### src/rtl/rvb_xperm_pkg.sv
// Shared bitmanip definitions for the xperm issue stage.
// Holds the Zbkx encoding constants and the issue FSM state type.
package rvb_xperm_pkg;

  localparam logic [6:0] OP_REG     = 7'b0110011;
  localparam logic [6:0] F7_XPERM   = 7'b0010100;
  localparam logic [2:0] F3_XPERM_N = 3'b010;
  localparam logic [2:0] F3_XPERM_B = 3'b100;

  typedef enum logic [1:0] {
    IDLE  = 2'd0,
    EXEC1 = 2'd1,
    EXEC2 = 2'd2,
    DONE  = 2'd3
  } state_t;

endpackage

### src/rtl/rvb_xperm_decode.sv
// Combinational decoder for xperm.n / xperm.b.
// Ports:
//   instr   - raw 32-bit instruction word
//   is_n    - instruction is xperm.n
//   is_b    - instruction is xperm.b
//   illegal - instruction is neither of the above
//   rd      - destination register field
module rvb_xperm_decode
  import rvb_xperm_pkg::*;
(
  input  logic [31:0] instr,
  output logic        is_n,
  output logic        is_b,
  output logic        illegal,
  output logic [4:0]  rd
);

  logic base_match;
  // Register source fields are irrelevant to decode; the operand values arrive separately.
  logic unused_src_fields;

  assign unused_src_fields = ^instr[24:15];
  assign base_match = (instr[6:0] == OP_REG) && (instr[31:25] == F7_XPERM);
  assign is_n       = base_match && (instr[14:12] == F3_XPERM_N);
  assign is_b       = base_match && (instr[14:12] == F3_XPERM_B);
  assign illegal    = !(is_n || is_b);
  assign rd         = instr[11:7];

endmodule

### src/rtl/rvb_xperm_issue.sv
// Issue/sequencing stage in front of the rvb_xperm crossbar unit.
// Accepts an instruction from dispatch, holds operands stable for a two-cycle
// xperm_valid window, captures the crossbar result and offers it to writeback.
// Ports:
//   clk, rst              - clock, async active-high reset
//   flush                 - synchronous kill of any in-flight op
//   in_valid/in_ready     - dispatch handshake; in_instr, in_rs1, in_rs2 payload
//   xperm_valid, op_xperm_n, op_xperm_b, xperm_rs1, xperm_rs2 - drive rvb_xperm
//   xperm_res             - result from rvb_xperm
//   wb_valid/wb_ready     - writeback handshake; wb_rd, wb_we, wb_data, wb_illegal payload
module rvb_xperm_issue
  import rvb_xperm_pkg::*;
#(
  parameter int XLEN = 32
) (
  input  logic            clk,
  input  logic            rst,
  input  logic            flush,
  input  logic            in_valid,
  output logic            in_ready,
  input  logic [31:0]     in_instr,
  input  logic [XLEN-1:0] in_rs1,
  input  logic [XLEN-1:0] in_rs2,
  output logic            xperm_valid,
  output logic            op_xperm_n,
  output logic            op_xperm_b,
  output logic [XLEN-1:0] xperm_rs1,
  output logic [XLEN-1:0] xperm_rs2,
  input  logic [XLEN-1:0] xperm_res,
  output logic            wb_valid,
  input  logic            wb_ready,
  output logic [4:0]      wb_rd,
  output logic            wb_we,
  output logic [XLEN-1:0] wb_data,
  output logic            wb_illegal
);

  state_t          state_q, state_d;
  logic            xperm_valid_q, xperm_valid_d;
  logic            op_n_q, op_n_d;
  logic            op_b_q, op_b_d;
  logic [XLEN-1:0] rs1_q, rs1_d;
  logic [XLEN-1:0] rs2_q, rs2_d;
  logic [4:0]      rd_q, rd_d;
  logic            wb_valid_q, wb_valid_d;
  logic [4:0]      wb_rd_q, wb_rd_d;
  logic            wb_we_q, wb_we_d;
  logic [XLEN-1:0] wb_data_q, wb_data_d;
  logic            wb_illegal_q, wb_illegal_d;

  logic            dec_n, dec_b, dec_illegal;
  logic [4:0]      dec_rd;
  logic            accept;

  rvb_xperm_decode u_decode (
    .instr   (in_instr),
    .is_n    (dec_n),
    .is_b    (dec_b),
    .illegal (dec_illegal),
    .rd      (dec_rd)
  );

  // Single-entry stage: a new op may only enter when empty or when the
  // result in DONE is leaving this very cycle. Flush blocks any entry.
  assign in_ready = !flush && ((state_q == IDLE) || ((state_q == DONE) && wb_ready));
  assign accept   = in_valid && in_ready;

  always_comb begin
    state_d      = state_q;
    op_n_d       = op_n_q;
    op_b_d       = op_b_q;
    rs1_d        = rs1_q;
    rs2_d        = rs2_q;
    rd_d         = rd_q;
    wb_rd_d      = wb_rd_q;
    wb_we_d      = wb_we_q;
    wb_data_d    = wb_data_q;
    wb_illegal_d = wb_illegal_q;

    case (state_q)
      EXEC1: state_d = EXEC2;
      EXEC2: begin
        state_d = DONE;
        // A flush at the capture edge discards the result entirely.
        if (!flush) begin
          wb_rd_d      = rd_q;
          wb_we_d      = (rd_q != 5'd0);
          wb_data_d    = xperm_res;
          wb_illegal_d = 1'b0;
        end
      end
      DONE: if (wb_ready) state_d = IDLE;
      default: state_d = IDLE;
    endcase

    // Accept can only fire from IDLE or a draining DONE, so it overrides the
    // transitions above for those states.
    if (accept) begin
      op_n_d = dec_n;
      op_b_d = dec_b;
      rs1_d  = in_rs1;
      rs2_d  = in_rs2;
      rd_d   = dec_rd;
      if (dec_illegal) begin
        // Illegal ops skip the crossbar and report straight away.
        state_d      = DONE;
        wb_rd_d      = dec_rd;
        wb_we_d      = 1'b0;
        wb_data_d    = '0;
        wb_illegal_d = 1'b1;
      end else begin
        state_d = EXEC1;
      end
    end

    if (flush) state_d = IDLE;

    // Outputs are registered so they line up exactly with the state they belong to.
    xperm_valid_d = (state_d == EXEC1) || (state_d == EXEC2);
    wb_valid_d    = (state_d == DONE);
  end

  always_ff @(posedge clk or posedge rst) begin
    if (rst) begin
      state_q       <= IDLE;
      xperm_valid_q <= 1'b0;
      op_n_q        <= 1'b0;
      op_b_q        <= 1'b0;
      rs1_q         <= '0;
      rs2_q         <= '0;
      rd_q          <= '0;
      wb_valid_q    <= 1'b0;
      wb_rd_q       <= '0;
      wb_we_q       <= 1'b0;
      wb_data_q     <= '0;
      wb_illegal_q  <= 1'b0;
    end else begin
      state_q       <= state_d;
      xperm_valid_q <= xperm_valid_d;
      op_n_q        <= op_n_d;
      op_b_q        <= op_b_d;
      rs1_q         <= rs1_d;
      rs2_q         <= rs2_d;
      rd_q          <= rd_d;
      wb_valid_q    <= wb_valid_d;
      wb_rd_q       <= wb_rd_d;
      wb_we_q       <= wb_we_d;
      wb_data_q     <= wb_data_d;
      wb_illegal_q  <= wb_illegal_d;
    end
  end

  assign xperm_valid = xperm_valid_q;
  assign op_xperm_n  = op_n_q;
  assign op_xperm_b  = op_b_q;
  assign xperm_rs1   = rs1_q;
  assign xperm_rs2   = rs2_q;
  assign wb_valid    = wb_valid_q;
  assign wb_rd       = wb_rd_q;
  assign wb_we       = wb_we_q;
  assign wb_data     = wb_data_q;
  assign wb_illegal  = wb_illegal_q;

endmodule

### config.mk
export PLATFORM = sky130hd
export DESIGN_NAME = rvb_xperm_issue
export DESIGN_NICKNAME = d
export VERILOG_FILES = /design/src/rtl/rvb_xperm_pkg.sv /design/src/rtl/rvb_xperm_decode.sv /design/src/rtl/rvb_xperm_issue.sv
export SDC_FILE = /design/constraint.sdc
export NUM_CORES = 1
export LEC_CHECK = 0
export BUFFER_PORTS_ARGS = -buffer_cell sky130_fd_sc_hd__buf_2
export CAP_MARGIN = 20
export CORE_MARGIN = 3
export CORE_UTILIZATION = 41
export DETAILED_ROUTE_END_ITERATION = 7
export GPL_ROUTABILITY_DRIVEN = 0
export PLACE_DENSITY = 0.86
export SETUP_SLACK_MARGIN = 0.05
export SLEW_MARGIN = 0
export SYNTH_ARGS = -nofsm -noshare
export SYNTH_HDL_FRONTEND = slang
export SYNTH_HIERARCHICAL = 1
export SYNTH_SLANG_ARGS = --single-unit
### constraint.sdc
create_clock -name clk -period 3.8 [get_ports clk]
set_input_delay 0.76 -clock clk [delete_from_list [all_inputs] [get_ports clk]]
set_output_delay 0.76 -clock clk [all_outputs]
set_load 0.1 [all_outputs]
Word level (Yosys, flattened, before mapping)
Cells that the tools add are included.
- bitwise gates (word level): 0
- reduce and logical (&&, ||, !) cells: 12
- shifts and indexed selects: 0
- order comparisons: 0
- equality and inequality tests: 10
- add/subtract/negate cells: 0
- multiplexer cells: 21
- div/mod/pow operators: 0
- multiply operators: 0
- operators by type and width (cell ; count):
    two-way mux 32 bit ; 4
    two-way mux 5 bit ; 4
    == test 2 bit, second input constant ; 4
    two-way mux 1 bit ; 8
    two-way mux 2 bit ; 4
    == test 7 x 5 -> 1 bit, second input constant ; 1
    == test 7 x 6 -> 1 bit, second input constant ; 1
    logical AND 1 bit ; 6
    one-hot mux 2 bit (3 select lines) ; 1
    nonzero test 5 bit ; 1
    == test 2 x 1 -> 1 bit, second input constant ; 2
    == test 3 x 2 -> 1 bit, second input constant ; 1
    == test 3 bit, second input constant ; 1
    logical OR 1 bit ; 3
    logical NOT 2 bit ; 1
    logical NOT 1 bit ; 1
- bits in writable memories: 0
- output and inout bits: 108
- ROM bits: 0
- register bits: 114
- memories: 0
- bits in latches: 0
- bits of input ports: 133
- word-level logic and storage cells: 55

Depth between registers and ports, before layout
Gate-level depths: netlist (run 1).
- depth after elaboration: 9
- mapped depth: 8
- gate-level depth less buffers: 6

By module
The synthesis (run 1) kept the hierarchy.
- by module, submodules not included (module ; instances ; cells each ; area each (µm²) ; seq. area each (µm²)):
    rvb_xperm_issue ; 1 ; 329 ; 4449.3 ; 2852.7
    rvb_xperm_decode ; 1 ; 14 ; 116.4 ; 0.0

Worst setup path after synthesis (run 1)
OpenSTA, ideal clock, no wires.
- path kind: input-to-output
- start point: in flush
- end point: out in_ready
- path buffers: 1
- data required time: 3040 ps
- setup slack: 94 ps
- cell stages on the path: 2
- data arrival time: 2946 ps
- cell sequence: buf_6 > nor3_1
- longest elaborated chain between the ends: 2
- RTL lines (element ; line ; source):
    start: declaration ; rvb_xperm_issue.sv:18 ; input logic flush,
    logical NOT 1 bit ; n/a ;
    logical AND 1 bit ; rvb_xperm_issue.sv:65 ; assign in_ready = !flush && ((state_q == IDLE) || ((state_q == DONE) && wb_ready));
    end: declaration ; rvb_xperm_issue.sv:20 ; output logic in_ready,
No other way between the ends.

Worst setup path in the final report (run 1)
- start point: reg state_q[1]
- end point: out in_ready
- longest elaborated chain between the ends: 4
- elaborated cells between the ends (all ways): 5
- those cells by class: eq/ne (1); reduce/logical (4)
- RTL lines (element ; line ; source):
    start: declaration ; rvb_xperm_issue.sv:38 ; state_t state_q, state_d;
    start signal: assignment ; rvb_xperm_issue.sv:138 ; state_q <= state_d;
    == test 2 bit ; rvb_xperm_issue.sv:65 ;
    logical AND 1 bit ; rvb_xperm_issue.sv:65 ;
    logical OR 1 bit * ; rvb_xperm_issue.sv:65 ;
    logical AND 1 bit * ; rvb_xperm_issue.sv:65 ;
Every way passes the cells marked *; elsewhere a longest branch is shown, timed or not.

==> run metrics, run 1 <==
Antenna Nets Post-Route 0; IO buf count 230; CTS tree done; r2r setup slk 1.83 ns; critical-path cell list a21boi_2 -> nor3_1 -> buf_2; number of flops mapped to enable cells by yosys 0; DR vias 3547; vias in the first global route 3825; Leak ~0.0032 uW; Final Hold Viols 0; layout cells sized above 1 0.607; DRC errors left 0; Slew Viols, Final 0; worst reg2reg path startpoint state_q[1]$_DFF_PP0_; area grow syn2layout 41.2%; GR Util met1 0.194; Hold Crit Class in -> async; RSZ-0062 raised after global routing false; Post-Syn Instances 343; GR peak layer met2; fmax 0.395 GHz; Worst Reg2Reg Path Length in Cells 4; slew margin rel. 0.663; total track usage 0.191; Worst Setup End Kind output pin; post-layout minimum cycle time approximately 2.5 ns; Top Ports approximately 240; Main synth FF type dfrtp_1; CP top delay family buffers and inverters; Synth Register Bits 114; clk sinks 114; Die W 112 um; # nets final between 700 and 800; post-DP HPWL about 8.4 mm; period utilization 0.666; GRT met3 Usage 0.0712; Clock Latency Late Sink between 0.5 and 0.6 ns; CP peak stage delay ~0.46 ns; Worst Skew 0.00571 ns; Rows 37; Setup Slack @ Placement approximately 1.2 ns; clock root buffer clkbuf_8; worst path required time 3.04 ns; antenna violations before repair 0; Mapped Area ~4600 um^2; Pwr per Cell Area a little over 900 nW/um^2; Ant. Diodes 0; DRT Pass-1 Iters 4; total of cells resized after clock tree synthesis 0; met2 Use GR 0.347; Worst path slowest cell buf_2; CTS hold repair buffers 0; Max clock buf depth 2; die height 112 um; Syn Nets around 480; ys async rst share 1.00; Routed WL ~12 mm; area taken by multi-input logic gates 1540 um^2; Post-CTS Setup Inserts 0; highest ir drop seen on vdd roughly 0.55 mV; first-pass GRT wire length 18.8 mm; largest net degree at the start of global routing 70; register area share after synthesis 0.625; Yosys cell types 27; Final setup viols 0; Avg Cell Area, Syn ~13 um^2; maxcap violations 0; Worst R2R End xperm_rs1[10]$_DFFE_PP0N_; final worst slack between 1 and 1.5 ns; Setup crit start kind register; Starting Density 0.433; 1st-iter DRT viols approximately 190; # H-tree levels 4; FF+latch area 2850 um^2; synth warn 6; core area 10600 um^2; largest fanout on the critical path 5; total CTS buffers 17; CP bufs+invs 1; detailed-route wire length per cell 16.2 um; worst slew pin tran around 0.51 ns; Die ar. 12400 um^2; Setup CP Type reg -> out; Crit path arrival time 1.77 ns; Via density 4.90; status completed; clock slew at reported path FFs roughly 0.050 ns; filler instances 846; setup TNS 0 ns; gr ovfl total 0
## through the flow
step	cells	hold slack, ns	area [um^2]	power (uW)	utilization
2_1_floorplan	343	0.490	4570	3910	-
3_3_place_gp	691	0.476	5790	4310	0.548
3_5_place_dp	691	0.478	5790	4370	0.548
4_1_cts	723	0.452	6430	6070	0.609
5_1_grt	724	0.124	6450	6230	0.611
6_report	724	0.149	6450	6020	0.611
## worst max path at each step
stage	depth (start not counted)	slack, ns	start	to
2_1_floorplan	2	0.09	flush	in_ready
3_3_place_gp	9	1.28	in_instr[27]	wb_data[20]$_DFF_PP0_
3_5_place_dp	9	1.23	in_instr[27]	wb_data[19]$_DFF_PP0_
4_1_cts	3	1.24	state_q[0]$_DFF_PP0_	in_ready
5_1_grt	3	1.18	state_q[1]$_DFF_PP0_	in_ready
6_report	3	1.27	state_q[1]$_DFF_PP0_	in_ready
## synth_stat cells, drive strengths merged, types with 2 or more instances
cell | instances | area [um^2]
a21oi | 34 | 170
buf | 18 | 159
clkbuf | 6 | 22.5
dfrtp | 114 | 2850
mux2 | 81 | 912
nand2 | 65 | 244
nor2 | 2 | 7.51
nor3 | 4 | 20.0
nor3b | 3 | 22.5
nor4b | 2 | 38.8
## cells in the final DEF (no fill, tap or decap), types with 4 or more instances in the layout
master,instances
dfrtp_1,114
buf_2,230
nand2_1,65
mux2_2,81
clkbuf_16,16
buf_4,4
bufinv_16,4
clkbuf_8,6
a21oi_1,34
## registers in the layout, summed over array words and instances (netlist names), 2 cells and up
register   flops
wb_data       32
wb_rd          5
xperm_rs2     32
xperm_rs1     32
rd_q           5
state_q        2
## area by class of cell
type / count / share of cell area
sequential: 114 / 0.443
timing repair buffer: 237 / 0.193
inverter: 1 / 0.00116
clock inverter: 9 / 0.0233
clock buffer: 23 / 0.0755
tap: 136 / 0.0264
multi-input combinational: 204 / 0.239
## power breakdown
group	switching (uW)	leakage (uW)	internal (uW)
Clock	523	0.000310	1150
Combinational	2260	0.00151	450
Sequential	148	0.00140	1490
## kinds of logic (layout without fill, tap and decap cells)
family	after synthesis	in the layout	share of synthesized area
and+or+nand+nor	84	84	0.0877
muxes	81	81	0.200
AOI/OAI and AO/OA	37	37	0.0425
DFF	114	114	0.625
xor gates and xnor gates	1	1	0.00192
adders and majority gates	1	1	0.00274
buffers and inverters	25	270	0.0406
## per-layer routing
layer	part of all wire	wire length (um)
met3	0.082	961
met4	0.025	298
met2	0.52	6110
met1	0.37	4380
met5	0	0
(Power assumes the default switching activity.)
==> run 2: changes to the inputs <==
--- a/config.mk
+++ b/config.mk
@@ -8,10 +8,10 @@
 export BUFFER_PORTS_ARGS = -buffer_cell sky130_fd_sc_hd__buf_2
 export CAP_MARGIN = 20
 export CORE_MARGIN = 3
-export CORE_UTILIZATION = 41
+export CORE_UTILIZATION = 45
 export DETAILED_ROUTE_END_ITERATION = 7
 export GPL_ROUTABILITY_DRIVEN = 0
-export PLACE_DENSITY = 0.86
+export PLACE_DENSITY = 0.89
 export SETUP_SLACK_MARGIN = 0.05
 export SLEW_MARGIN = 0
 export SYNTH_ARGS = -nofsm -noshare
==> constraint.sdc (replaced) <==
create_clock -name clk -period 2.5 [get_ports clk]
set_input_delay 0.5 -clock clk [delete_from_list [all_inputs] [get_ports clk]]
set_output_delay 0.5 -clock clk [all_outputs]
set_load 0.1 [all_outputs]
==> run 2 against run 1 <==
Against the previous run:
- via count is 1.6% lower
- wire length is 7.8% lower
- clock power is 44% higher
- register-to-register slack worse by 1.2 ns
- largest power group unchanged
- worst setup slack worse by 1.0 ns
==> run metrics, run 2 (same netlist as run 1, synthesis figures left out) <==
status completed (unchanged); area grow syn2layout 40.8% (was 41.2%); # H-tree levels 4 (unchanged); GR Util met1 0.216 (was 0.194); GR peak layer met2 (unchanged); 1st-iter DRT viols 142 (was 188); area taken by multi-input logic gates 1540 um^2 (about the same); largest fanout on the critical path 5 (unchanged); Starting Density 0.465 (was 0.433); Rows 36 (was 37); Slew Viols, Final 0 (unchanged); Hold Crit Class in -> async (unchanged); end point of the critical path in_ready (unchanged); Overall Power 8990 uW (was 6020 uW); largest net degree at the start of global routing 45 (was 70); FF+latch area 2850 um^2 (unchanged); Clock Latency Late Sink 0.50 ns (was 0.51 ns); slew margin rel. 0.613 (was 0.663); fin util 0.655 (was 0.611); Antenna Nets Post-Route 0 (unchanged); Post-CTS Setup Inserts 0 (unchanged); leading cell type in the layout, fill and taps excluded buf_2 (unchanged); most frequent cells in the layout buf_2 (230), dfrtp_1 (114), mux2_2 (81) (unchanged); Leak 0.00320 uW (was 0.00322 uW); met2 Use GR 0.341 (was 0.347); CTS hold repair buffers 0 (unchanged); Final Hold Viols 0 (unchanged); Setup CP Type reg -> out (unchanged); Via density 4.84 (was 4.90); DRT Pass-1 Iters 4 (unchanged); r2r setup slk 0.66 ns (was 1.83 ns); Worst Reg2Reg Path Length in Cells 4 (unchanged); GRT met3 Usage 0.0638 (was 0.0712); layout cells sized above 1 0.607 (unchanged); Worst R2R End wb_data[24]$_DFF_PP0_ (was xperm_rs1[10]$_DFFE_PP0N_); setup TNS 0 ns (unchanged); first-pass GRT wire length 17.4 mm (was 18.8 mm); Die ar. 11400 um^2 (was 12400 um^2); DRC errors left 0 (unchanged); total CTS buffers 17 (unchanged); maxcap violations 0 (unchanged); total track usage 0.194 (was 0.191); Crit path arrival time 1.76 ns (was 1.77 ns); Die W 107 um (was 112 um); clock slew at reported path FFs 0.05 ns (about the same); Worst Setup SP state_q[0]$_DFF_PP0_ (was state_q[1]$_DFF_PP0_); DR vias 3489 (was 3547); Max clock buf depth 2 (unchanged); RSZ-0062 raised after global routing false (unchanged); Min Hold Slack 0.0423 ns (was 0.149 ns); clk sinks 114 (unchanged); post-DP HPWL 8.08 mm (was 8.37 mm); Top Ports 241 (unchanged); # nets final 709 (unchanged); Routed WL 10.8 mm (was 11.7 mm); CTS tree done (unchanged); Worst Skew 0.00904 ns (was 0.00571 ns); post-layout minimum cycle time 2.26 ns; vias in the first global route 3772 (was 3825); Final setup viols 0 (unchanged); highest ir drop seen on vdd 0.936 mV (was 0.551 mV); clock root buffer clkbuf_8 (unchanged); total of cells resized after clock tree synthesis 0 (unchanged); gr ovfl total 0 (unchanged); period utilization 0.902; worst path required time 2.00 ns (was 3.04 ns); detailed-route wire length per cell 15.0 um (was 16.2 um); Pwr per Cell Area 1400 nW/um^2 (was 934 nW/um^2); die height 107 um (was 112 um); # placed instances 689 (was 691); core area 9820 um^2 (was 10600 um^2); Ant. Diodes 0 (unchanged); Worst Setup End Kind output pin (unchanged); antenna violations before repair 0 (unchanged); worst reg2reg path startpoint state_q[0]$_DFF_PP0_ (was state_q[1]$_DFF_PP0_); worst slew pin tran 0.577 ns (was 0.510 ns); filler instances 793 (was 846); Setup crit start kind register (unchanged); IO buf count 230 (unchanged); fmax 0.443 GHz; final non-filler cell total 721 (was 724)
run 2: cell types whose count changed in the layout (fill, tap and decap cells not counted), sizes merged:
cell      change
bufinv        -1
clkinvlp      +1
run 2: worst min path at each step:
| stage | to | cells past startpoint |
|---|---|---|
| after floorplan | rd_q[4]$_DFFE_PP0N_ | 1 |
| after global placement | wb_illegal$_DFF_PP0_ | 1 |
| after detailed placement | xperm_rs2[13]$_DFFE_PP0N_ | 1 |
| after CTS | wb_data[18]$_DFF_PP0_ | 2 |
| after global routing | xperm_rs2[19]$_DFFE_PP0N_ | 2 |
| final | wb_data[18]$_DFF_PP0_ | 2 |
run 2: metal layers:
metal	share of wire	wire length, um
met5	0	0
met3	0.076	827
met2	0.53	5760
met4	0.020	216
met1	0.37	4030
run 2: layout make-up:
class,instances,area share
clock inverters,9,0.0199
repair buffers,237,0.195
flip-flops and latches,114,0.444
inverters,1,0.00117
well taps,133,0.0259
clock buffers,23,0.0742
multi-input cells,204,0.240
run 2: per-stage QoR:
stage / area, um^2 / setup WS, ns
after floorplan: 4570 / 0.161
after global placement: 5820 / 0.222
after detailed placement: 5820 / 0.135
after CTS: 6430 / 0.232
after global routing: 6430 / 0.128
final: 6430 / 0.245
run 2: power breakdown:
part | leakage [uW] | internal, uW | switching, uW | total (uW)
combinational | 0.00151 | 686 | 3420 | 4110
sequential | 0.00140 | 2260 | 212 | 2480
clock | 0.000290 | 1620 | 788 | 2400
run 2: worst max-delay path: stages, from the launching register on:
cell,delay [ns]
dfrtp_1,0.41
nor2b_1,0.46
nor3_2,0.07
buf_2,0.31
